File: src/rtl/usrt_pkg.sv
// Shared USRT constants and helpers used by the receive FIFO and the UART-side blocks.
package usrt_pkg;

  localparam int RX_FIFO_DEPTH_DEFAULT = 4;
  localparam int USRT_CHAR_WIDTH       = 8;

  // Occupancy counter must encode 0..depth inclusive.
  function automatic int count_width(input int depth);
    return $clog2(depth + 1);
  endfunction

endpackage

File: src/rtl/rxfifo_if.sv
// Receive FIFO port bundle: deserialiser write side plus register-side read and status.
interface rxfifo_if import usrt_pkg::*; #(
  parameter int DATA_WIDTH = USRT_CHAR_WIDTH,
  parameter int DEPTH      = RX_FIFO_DEPTH_DEFAULT
);

  logic                            i_Push;
  logic [DATA_WIDTH-1:0]           i_Data;
  logic                            i_Pop;
  logic                            i_ClrOvr;
  logic [DATA_WIDTH-1:0]           o_Data;
  logic                            o_Empty;
  logic                            o_Full;
  logic                            o_AlmostFull;
  logic [count_width(DEPTH)-1:0]   o_Count;
  logic                            o_Overrun;

  modport master (
    output i_Push, i_Data, i_Pop, i_ClrOvr,
    input  o_Data, o_Empty, o_Full, o_AlmostFull, o_Count, o_Overrun
  );

  modport slave (
    input  i_Push, i_Data, i_Pop, i_ClrOvr,
    output o_Data, o_Empty, o_Full, o_AlmostFull, o_Count, o_Overrun
  );

endinterface

File: src/rtl/rxfifo_mem.sv
// Simple dual-port register array: synchronous write, asynchronous read, no reset.
module rxfifo_mem #(
  parameter int DATA_WIDTH = 8,
  parameter int DEPTH      = 4
) (
  input  logic                       i_Pclk,
  input  logic                       i_WrEn,
  input  logic [$clog2(DEPTH)-1:0]   i_WrAddr,
  input  logic [DATA_WIDTH-1:0]      i_WrData,
  input  logic [$clog2(DEPTH)-1:0]   i_RdAddr,
  output logic [DATA_WIDTH-1:0]      o_RdData
);

  logic [DATA_WIDTH-1:0] mem [DEPTH];

  always_ff @(posedge i_Pclk) begin
    if (i_WrEn) mem[i_WrAddr] <= i_WrData;
  end

  assign o_RdData = mem[i_RdAddr];

endmodule

File: src/rtl/rxfifo.sv
// Receive FIFO for the USRT Rx path: first-word-fall-through read, counter-derived flags, sticky overrun.
module rxfifo import usrt_pkg::*; #(
  parameter int DATA_WIDTH  = USRT_CHAR_WIDTH,
  parameter int DEPTH       = RX_FIFO_DEPTH_DEFAULT,
  parameter int AFULL_LEVEL = DEPTH - 1
) (
  input  logic    i_Pclk,
  input  logic    i_Reset_n,
  rxfifo_if.slave bus
);

  localparam int AW = $clog2(DEPTH);
  localparam int CW = count_width(DEPTH);

  logic [AW-1:0] wr_ptr;
  logic [AW-1:0] rd_ptr;
  logic [CW-1:0] count;
  logic          overrun;
  logic          pop_ok;
  logic          push_ok;
  logic          push_drop;

  // A push into a full FIFO is still taken when the head leaves in the same cycle.
  assign pop_ok    = bus.i_Pop && (count != '0);
  assign push_ok   = bus.i_Push && ((count != CW'(DEPTH)) || pop_ok);
  assign push_drop = bus.i_Push && !push_ok;

  always_ff @(posedge i_Pclk or negedge i_Reset_n) begin
    if (!i_Reset_n) begin
      wr_ptr  <= '0;
      rd_ptr  <= '0;
      count   <= '0;
      overrun <= 1'b0;
    end else begin
      if (push_ok) wr_ptr <= wr_ptr + AW'(1);
      if (pop_ok)  rd_ptr <= rd_ptr + AW'(1);
      case ({push_ok, pop_ok})
        2'b10:   count <= count + CW'(1);
        2'b01:   count <= count - CW'(1);
        default: count <= count;
      endcase
      if (push_drop)         overrun <= 1'b1;
      else if (bus.i_ClrOvr) overrun <= 1'b0;
    end
  end

  rxfifo_mem #(
    .DATA_WIDTH (DATA_WIDTH),
    .DEPTH      (DEPTH)
  ) u_mem (
    .i_Pclk   (i_Pclk),
    .i_WrEn   (push_ok),
    .i_WrAddr (wr_ptr),
    .i_WrData (bus.i_Data),
    .i_RdAddr (rd_ptr),
    .o_RdData (bus.o_Data)
  );

  assign bus.o_Empty      = (count == '0);
  assign bus.o_Full       = (count == CW'(DEPTH));
  assign bus.o_AlmostFull = (count >= CW'(AFULL_LEVEL));
  assign bus.o_Count      = count;
  assign bus.o_Overrun    = overrun;

endmodule

File: src/flat_wrapper.sv
// flat-port wrapper written by rule: the top's interface ports become plain ports
module rxfifo_flat import usrt_pkg::*;
#(
  parameter int DATA_WIDTH  = USRT_CHAR_WIDTH,
  parameter int DEPTH       = RX_FIFO_DEPTH_DEFAULT,
  parameter int AFULL_LEVEL = DEPTH - 1
)
  (i_Pclk, i_Reset_n, bus_i_Push, bus_i_Data, bus_i_Pop, bus_i_ClrOvr, bus_o_Data, bus_o_Empty, bus_o_Full, bus_o_AlmostFull, bus_o_Count, bus_o_Overrun);
  rxfifo_if #(.DATA_WIDTH(DATA_WIDTH), .DEPTH(DEPTH)) bus_i ();
  input  logic i_Pclk;
  input  logic i_Reset_n;
  input wire logic [$bits(bus_i.i_Push)-1:0] bus_i_Push;
  input wire logic [$bits(bus_i.i_Data)-1:0] bus_i_Data;
  input wire logic [$bits(bus_i.i_Pop)-1:0] bus_i_Pop;
  input wire logic [$bits(bus_i.i_ClrOvr)-1:0] bus_i_ClrOvr;
  output wire logic [$bits(bus_i.o_Data)-1:0] bus_o_Data;
  output wire logic [$bits(bus_i.o_Empty)-1:0] bus_o_Empty;
  output wire logic [$bits(bus_i.o_Full)-1:0] bus_o_Full;
  output wire logic [$bits(bus_i.o_AlmostFull)-1:0] bus_o_AlmostFull;
  output wire logic [$bits(bus_i.o_Count)-1:0] bus_o_Count;
  output wire logic [$bits(bus_i.o_Overrun)-1:0] bus_o_Overrun;
  assign bus_i.i_Push = bus_i_Push;
  assign bus_i.i_Data = bus_i_Data;
  assign bus_i.i_Pop = bus_i_Pop;
  assign bus_i.i_ClrOvr = bus_i_ClrOvr;
  assign bus_o_Data = bus_i.o_Data;
  assign bus_o_Empty = bus_i.o_Empty;
  assign bus_o_Full = bus_i.o_Full;
  assign bus_o_AlmostFull = bus_i.o_AlmostFull;
  assign bus_o_Count = bus_i.o_Count;
  assign bus_o_Overrun = bus_i.o_Overrun;
  rxfifo #(.DATA_WIDTH(DATA_WIDTH), .DEPTH(DEPTH), .AFULL_LEVEL(AFULL_LEVEL)) u_core (.i_Pclk(i_Pclk), .i_Reset_n(i_Reset_n), .bus(bus_i));
endmodule
File: config.mk
export PLATFORM = sky130hd
export DESIGN_NAME = rxfifo_flat
export DESIGN_NICKNAME = d
export VERILOG_FILES = /design/src/rtl/usrt_pkg.sv /design/src/rtl/rxfifo_if.sv /design/src/rtl/rxfifo_mem.sv /design/src/rtl/rxfifo.sv /design/src/flat_wrapper.sv
export SDC_FILE = /design/constraint.sdc
export NUM_CORES = 1
export LEC_CHECK = 0
export ABC_AREA = 1
export BUFFER_PORTS_ARGS = -buffer_cell sky130_fd_sc_hd__buf_2
export CAP_MARGIN = 10
export CORE_MARGIN = 1
export CORE_UTILIZATION = 40
export CTS_BUF_LIST = sky130_fd_sc_hd__clkbuf_8
export CTS_CLUSTER_DIAMETER = 30
export DETAILED_ROUTE_END_ITERATION = 16
export PLACE_DENSITY = 0.67
export RECOVER_POWER = 50
export SLEW_MARGIN = 20
export SYNTH_ARGS = -nofsm -noshare
export SYNTH_HDL_FRONTEND = slang
export SYNTH_SLANG_ARGS = --single-unit
File: constraint.sdc
create_clock -name i_Pclk -period 3.95 [get_ports i_Pclk]
set_clock_uncertainty 0.05 [all_clocks]
set_input_delay 0.1975 -clock i_Pclk [delete_from_list [all_inputs] [get_ports i_Pclk]]
set_output_delay 0.1975 -clock i_Pclk [all_outputs]
set_load 0.05 [all_outputs]
==> results of run 1 <==
-- cell families after synthesis --
| group | count (synthesis) | synth area share [%] |
|---|---|---|
| and+or+nand+nor | 41 | 11.0 |
| DFF | 40 | 68.6 |
| AOI/OAI and AO/OA | 30 | 10.1 |
| buffers and inverters | 20 | 5.03 |
| adders and majority gates | 5 | 4.14 |
| xor gates and xnor gates | 2 | 1.04 |
-- cell usage in the layout, fill, tap and decap left out --
cell / instances
dlygate4sd3_1: 1
ha_1: 4
o22ai_1: 8
edfxtp_1: 32
nand2_1: 10
dfrtp_1: 8
nand3_1: 3
nand3b_2: 1
nand2_2: 2
buf_2: 14
fa_1: 1
o21ai_1: 1
clkbuf_1: 13
xor2_1: 2
o21ai_0: 19
a21oi_1: 2
nor2_1: 24
clkbuf_8: 5
bufinv_16: 2
inv_1: 17
nand3_2: 1
-- state kept, by name, summed over array words and instances, names as in the netlist --
signal / count
u_core.wr_ptr: 2
u_core.bus.o_Overrun: 1
u_core.rd_ptr: 2
u_core.u_mem.mem: 32
u_core.bus.o_Count: 3
-- path summary, 6_finish.rpt --
path                                        from                     end  slack [ns]  depth (start not counted)
min in group asynchronous              i_Reset_n   u_core.bus.o_Count[1]        0.31                          2
setup reg to reg           u_core.bus.o_Count[0]  u_core.u_mem.mem[1][2]        1.73                          4
max in group asynchronous              i_Reset_n        u_core.wr_ptr[0]        3.22                          2
setup / recovery           u_core.bus.o_Count[0]  u_core.u_mem.mem[1][2]        1.73                          4
hold reg to reg             u_core.bus.o_Overrun    u_core.bus.o_Overrun        0.47                          2
hold / removal                      bus_i_ClrOvr    u_core.bus.o_Overrun        0.03                          2
-- through the flow --
step                      hold slack, ns  cell area (µm²)  worst slack (ns)  instances  util (%)
after CTS                         0.0248             2010              1.78        220      49.8
final                             0.0339             1970              1.73        220      48.9
after global placement           0.00105             1860              2.17        211      46.3
after detailed placement         0.00416             1860              2.14        211      46.3
after global routing              0.0283             1970              1.55        220      48.9
after floorplan                   -0.148             1690              1.71        138         -
-- area by class of cell --
type | count | area, µm²
inverters | 16 | 60.1
repair buffers | 28 | 129
multi-input cells | 78 | 424
fillers | 371 | 2060
clock buffers | 5 | 68.8
clock inverters | 3 | 63.8
flip-flops and latches | 40 | 1160
well taps | 50 | 62.6
-- critical path, cell delays in order (launching register included) --
cell and delay [ns]:
dfrtp_1 0.41, nor2_1 0.18, nand2_1 0.13, o21ai_0 0.69, nor2_1 0.41
-- per-layer routing --
layer  up-vias  share of wire, %  track usage (%)
met3         8               3.1             4.11
met4         0               2.6             10.4
met2        16                54             28.4
met5         -                 0                0
met1       521                40             16.9
li1        535                 -                -
-- synth_stat cells, drive strengths merged --
cell     n  area (µm²)
nand3    4        25.0
inv     16        60.1
nor2    24        97.6
o22ai    8        50.1
fa       1        20.0
edfxtp  32         961
nand2   12        52.6
clkbuf   1        3.75
o21ai   20         111
xor2     2        17.5
buf      3        21.3
ha       4        50.1
nand3b   1        11.3
dfrtp    8         200
a21oi    2        10.0
==> reports/results.txt, run 1 <==
The run finished with clean final reports. The synthesized netlist net count came out at 156. Summing over every cut layer, the via total after detailed routing is 1080. The tools report the number of pins exceeding their max-slew limit in the final report as 0. Once the floorplan was initialized, standard cells occupied 42.0% of the core. The tools report the largest net degree at the start of global routing as 19. Setup violations remaining at the end of the flow were counted as 0. In this run the remaining antenna-violating nets after routing total 0.

The tools report the number of DRC markers after the initial detailed-route iteration as 59. After global routing the overflow that remains totals 0. In the routed design, unresolved DRC markers number 0. The maximum fanout along the worst path is 8. From left edge to right edge, the die measures 67.0 µm. The number of hold violations in the final report was 0. The logs give 0 for the total of warnings raised by yosys and 0.00403 mm² for the area inside the core boundary. The min-delay analysis places its worst path in the category input port to flip-flop. The number of antenna diodes in the final layout is 0.

The logs give 3.85 ns for the worst path required time and 2.11 ns for the arrival time at the worst endpoint. STA classifies the critical path endpoint as a flip-flop. Number of buffers inserted by hold repair at cts: 1.

The logs give 0 for the post-cts gate resize count and 451 MHz for the highest clock frequency the design can meet. Mean cell area of the mapped netlist: 12.3 µm². The count of buffers from port buffering is 27. The number of global-route vias before repair was 1099.

The register bit count reported by yosys is 40. The total of max-cap violations is 0, and the initial antenna violation count is 0. Clock tree synthesis selected as its root buffer the cell clkbuf_8.

The number of distinct library cell variants in the gate-level netlist after synthesis was 21; the depth of the CTS H-tree was 2. Clock tree synthesis found a total of 40 sinks. The worst path uses 56.1% of the clock period.

After synthesis the cells add up to 0.00169 mm². Once the clock tree was built, the setup fixing pass inserted 0 buffers. The time the final worst path needs with I/O delays and setup is 2.22 ns, and the area added between synthesis and finish is 16.4%.

The worst max-slew margin expressed relative to the limit came out at 43.2%. The I/O pin count was 28; the clock slew seen by the registers of the worst setup and hold paths was 0.07 ns. After floorplanning, the core was divided into 23 placement rows. The number of optimization iterations in the first detailed-route pass was 4; the aggregate routed wire length was 3.05 mm. The floorplan step defined a die boundary enclosing 0.00449 mm².

In this run the vertical extent of the chip is 67.0 µm. The first global-routing pass estimated 5.00 mm of wire. The share of cells above drive strength 1 works out to 14.7%. For this run, the register share of the synthesized area comes to 68.6%. Across every metal layer, demand over resource in global routing totals 16.2%. The tools report the total number of nets in the final design as 187.

The tools report the kind of start point of the critical path as a flip-flop. The source-to-sink clock delay at the later pin of the worst-skew pair is 0.29 ns, and the via density per instance is 4.91. The maximum root-to-sink buffer count was 2; the placed wire-length estimate after detailed placement was 2.11 mm.

Routability-driven placement finished with a final weighted congestion of 0.753. For the pin with the worst max-slew slack, the measured transition is 0.843 ns. Counting every instance in the synthesized netlist gives 138. Counting the buffers created by CTS gives 5. Adding up every negative setup slack in the final design gives 0 ns. The worst setup path is of the flip-flop to flip-flop kind.

Setup repair after global routing left no endpoint under its margin. TritonCTS built the clock tree. The wire length per cell was 13.9 µm.
Power of run 1 is not shown: default switching activity piles up to over one toggle a cycle in this logic, so the estimate is an artifact.
==> run 2, diff against run 1 <==
==> constraint.sdc (replaced) <==
create_clock -name i_Pclk -period 2.3 [get_ports i_Pclk]
set_clock_uncertainty 0.05 [all_clocks]
set_input_delay 0.115 -clock i_Pclk [delete_from_list [all_inputs] [get_ports i_Pclk]]
set_output_delay 0.115 -clock i_Pclk [all_outputs]
set_load 0.05 [all_outputs]
==> run 2 against run 1 <==
Effect of this change:
- die area is the same
- critical path depth is the same
- sequential share of layout area fell by 1.5 points
- first-iteration DRC count decreased by 25%
- wire length shrank 3.9%
- setup slack worse by 1.4 ns
- via count grew 0.56%
- non-clock buffer count is 11 higher
- critical path type is now flip-flop to output port
- final area rose by 2.5%
- global-route usage shrank 0.75 points
- register-to-register slack got worse by 1.4 ns
- count of clock-buffer cells in the layout stayed put
==> reports/results.txt, run 2 (synthesized netlist as in run 1, its figures left out) <==
The post-layout worst setup margin is 0.290 ns. The number of sinks handled by clock tree synthesis came out at 40. The run finished with clean final reports. The die is 67.0 µm tall.

The tightest min-delay check is of the input port to flip-flop type. 28 I/O pins were placed. For this run, global-route usage on met2 was measured as 25.0%. The worst max-slew margin expressed relative to the limit was 41.7%; the share of cells above drive strength 1 was 15.5%. For the worst-skew pair, the clock arrives at the later sink with an insertion delay of 0.28 ns. The die width was 67.0 µm.

The final sum of negative setup slack came out at 0 ns. The number of gates resized after CTS was 0. Global routing finished with a remaining overflow of 0. Detailed placement finished with a half-perimeter wire length of 2.06 mm. Area inside the core boundary: 0.00403 mm².

STA classifies the critical path startpoint as a flip-flop. After routing the design area is 0.00202 mm². In this run the post-CTS setup repair buffer count came out at 0.

At the worst endpoint, the required time is 2.13 ns. The kind of end point of the critical path is an output port. Number of cells on the worst reg-to-reg path: 5.

In this run the deepest clock path goes through 2 buffers. The largest net degree at the start of global routing is 19. The number of antenna diodes in the final layout is 0.

TritonCTS built the clock tree. The detailed router finished its first iteration with 44 violations. The tree is rooted in a clkbuf_8. Of all nets on the critical path, the largest fanout is 18. The top cell types in the final layout, fill and taps aside, are edfxtp_1, nor2_1, o21ai_0, inv_1, buf_2. The arrival time at the worst endpoint was 1.84 ns.

The final period utilization is 87.4%. The via density per instance is 4.70. The time the final worst path needs with I/O delays and setup works out to 2.01 ns. The initial antenna violation count was 0; the number of flip-flops under the largest register name was 32. The run gives 2.93 mm as the aggregate routed wire length.

The run gives 368 as the number of filler cells placed in the layout. The met3 routing resource usage after global routing was 5.14%; the number of pins exceeding their max-slew limit in the final report was 0. The met1 demand-to-capacity share in global routing came out at 18.3%. The number of global-route vias before repair is 1040. After global routing, the most crowded layer is met2. The run gives 0.566 ns as the worst setup timing slack at the placement stage. The classification of the worst setup path was flip-flop to output port. Compared with the post-synthesis result, the final layout area differs by 19.4%. The worst-margin pin slew came out at 0.865 ns.

Global routing consumed, over all layers together, 15.4% of the routing resources. On the final layout, the worst hold slack is 0.0694 ns. The number of hold violations in the final report came out at 0. For the depth of the CTS H-tree, the log shows 2. The net count of the finished layout is 198.

Total of max-cap violations: 0. After floorplanning, the core was divided into 23 placement rows. Setup violations remaining at the end of the flow were counted as 0. The final weighted congestion of routability-driven global placement was 0.749. The placed cell area came out at 0.00189 mm². Clock-pin slew was measured on the worst setup and hold paths at 0.07 ns. For this run, the top clock speed supported by timing is 498 MHz.

The library cell used most frequently in the layout, excluding fill and tap cells, is edfxtp_1. The cell count of the worst hold path is 3. The floorplan step defined a die boundary enclosing 0.00449 mm². Counting the buffers created by CTS gives 5. The run gives 0 as the residual DRC count. Counting flops per register, the top entry is u_core.u_mem.mem.

Buffers placed on the I/O ports in this run total 27. The detail route stage leaves a number of antenna-violating nets equal to 0. The pre-antenna-repair detailed-routing pass consisted of 4 iterations.

Setup repair after global routing left no endpoint under its margin. The routed layout has 1086 vias. The run gives 42.0% as the starting density of the core.

For the global-route wire length before repair, the log shows 4.82 mm. The wire length per cell was 12.7 µm.
run 2: changes by cell type in the layout (fill, tap and decap cells not counted), sizes merged:
cell and delta:
buf +4, bufinv -2, dlygate4sd3 +7, inv +1, clkinv +1
run 2: timing repair:
| item | in CTS | in global routing |
|---|---|---|
| endpoints found under the setup margin | 0 | 0 |
| endpoints found under the hold margin | 26 | 4 |
| hold buffers | 7 | 1 |
run 2: final timing paths:
check | start | end | slack (ns)
setup / recovery | u_core.rd_ptr[0] | bus_o_Data[6] | 0.29
hold / removal | bus_i_Push | u_core.bus.o_Overrun | 0.07
min in group asynchronous | i_Reset_n | u_core.bus.o_Count[1] | 0.25
max in group asynchronous | i_Reset_n | u_core.wr_ptr[0] | 1.63
hold reg to reg | u_core.bus.o_Overrun | u_core.bus.o_Overrun | 0.47
setup reg to reg | u_core.bus.o_Count[0] | u_core.u_mem.mem[2][1] | 0.29
run 2: critical path, cell delays in order (launching register included):
cell and delay [ns]:
dfrtp_1 0.56, inv_1 0.43, o21ai_0 0.14, o22ai_1 0.14, buf_2 0.29
run 2: per-stage QoR:
stage / instances / utilization (%)
after floorplan: 138 / -
after global placement: 215 / 47.0
after detailed placement: 215 / 47.0
after CTS: 230 / 50.7
after global routing: 231 / 50.1
final: 231 / 50.1
run 2: cell type report:
class | count | area [µm²] | share of cell area [%]
clock buffer | 5 | 68.8 | 3.41
inverter | 16 | 60.1 | 2.97
timing repair buffer | 39 | 229 | 11.3
tap | 50 | 62.6 | 3.10
multi-input combinational | 78 | 427 | 21.1
clock inverter | 3 | 11.3 | 0.558
sequential | 40 | 1160 | 57.5
run 2: per-layer routing:
metal,vias up,part of all wire [%]
met2,17,51
met3,6,3.7
met1,505,44
met5,-,0
li1,558,-
met4,0,1.5
Power of run 2 is left out for the same reason.
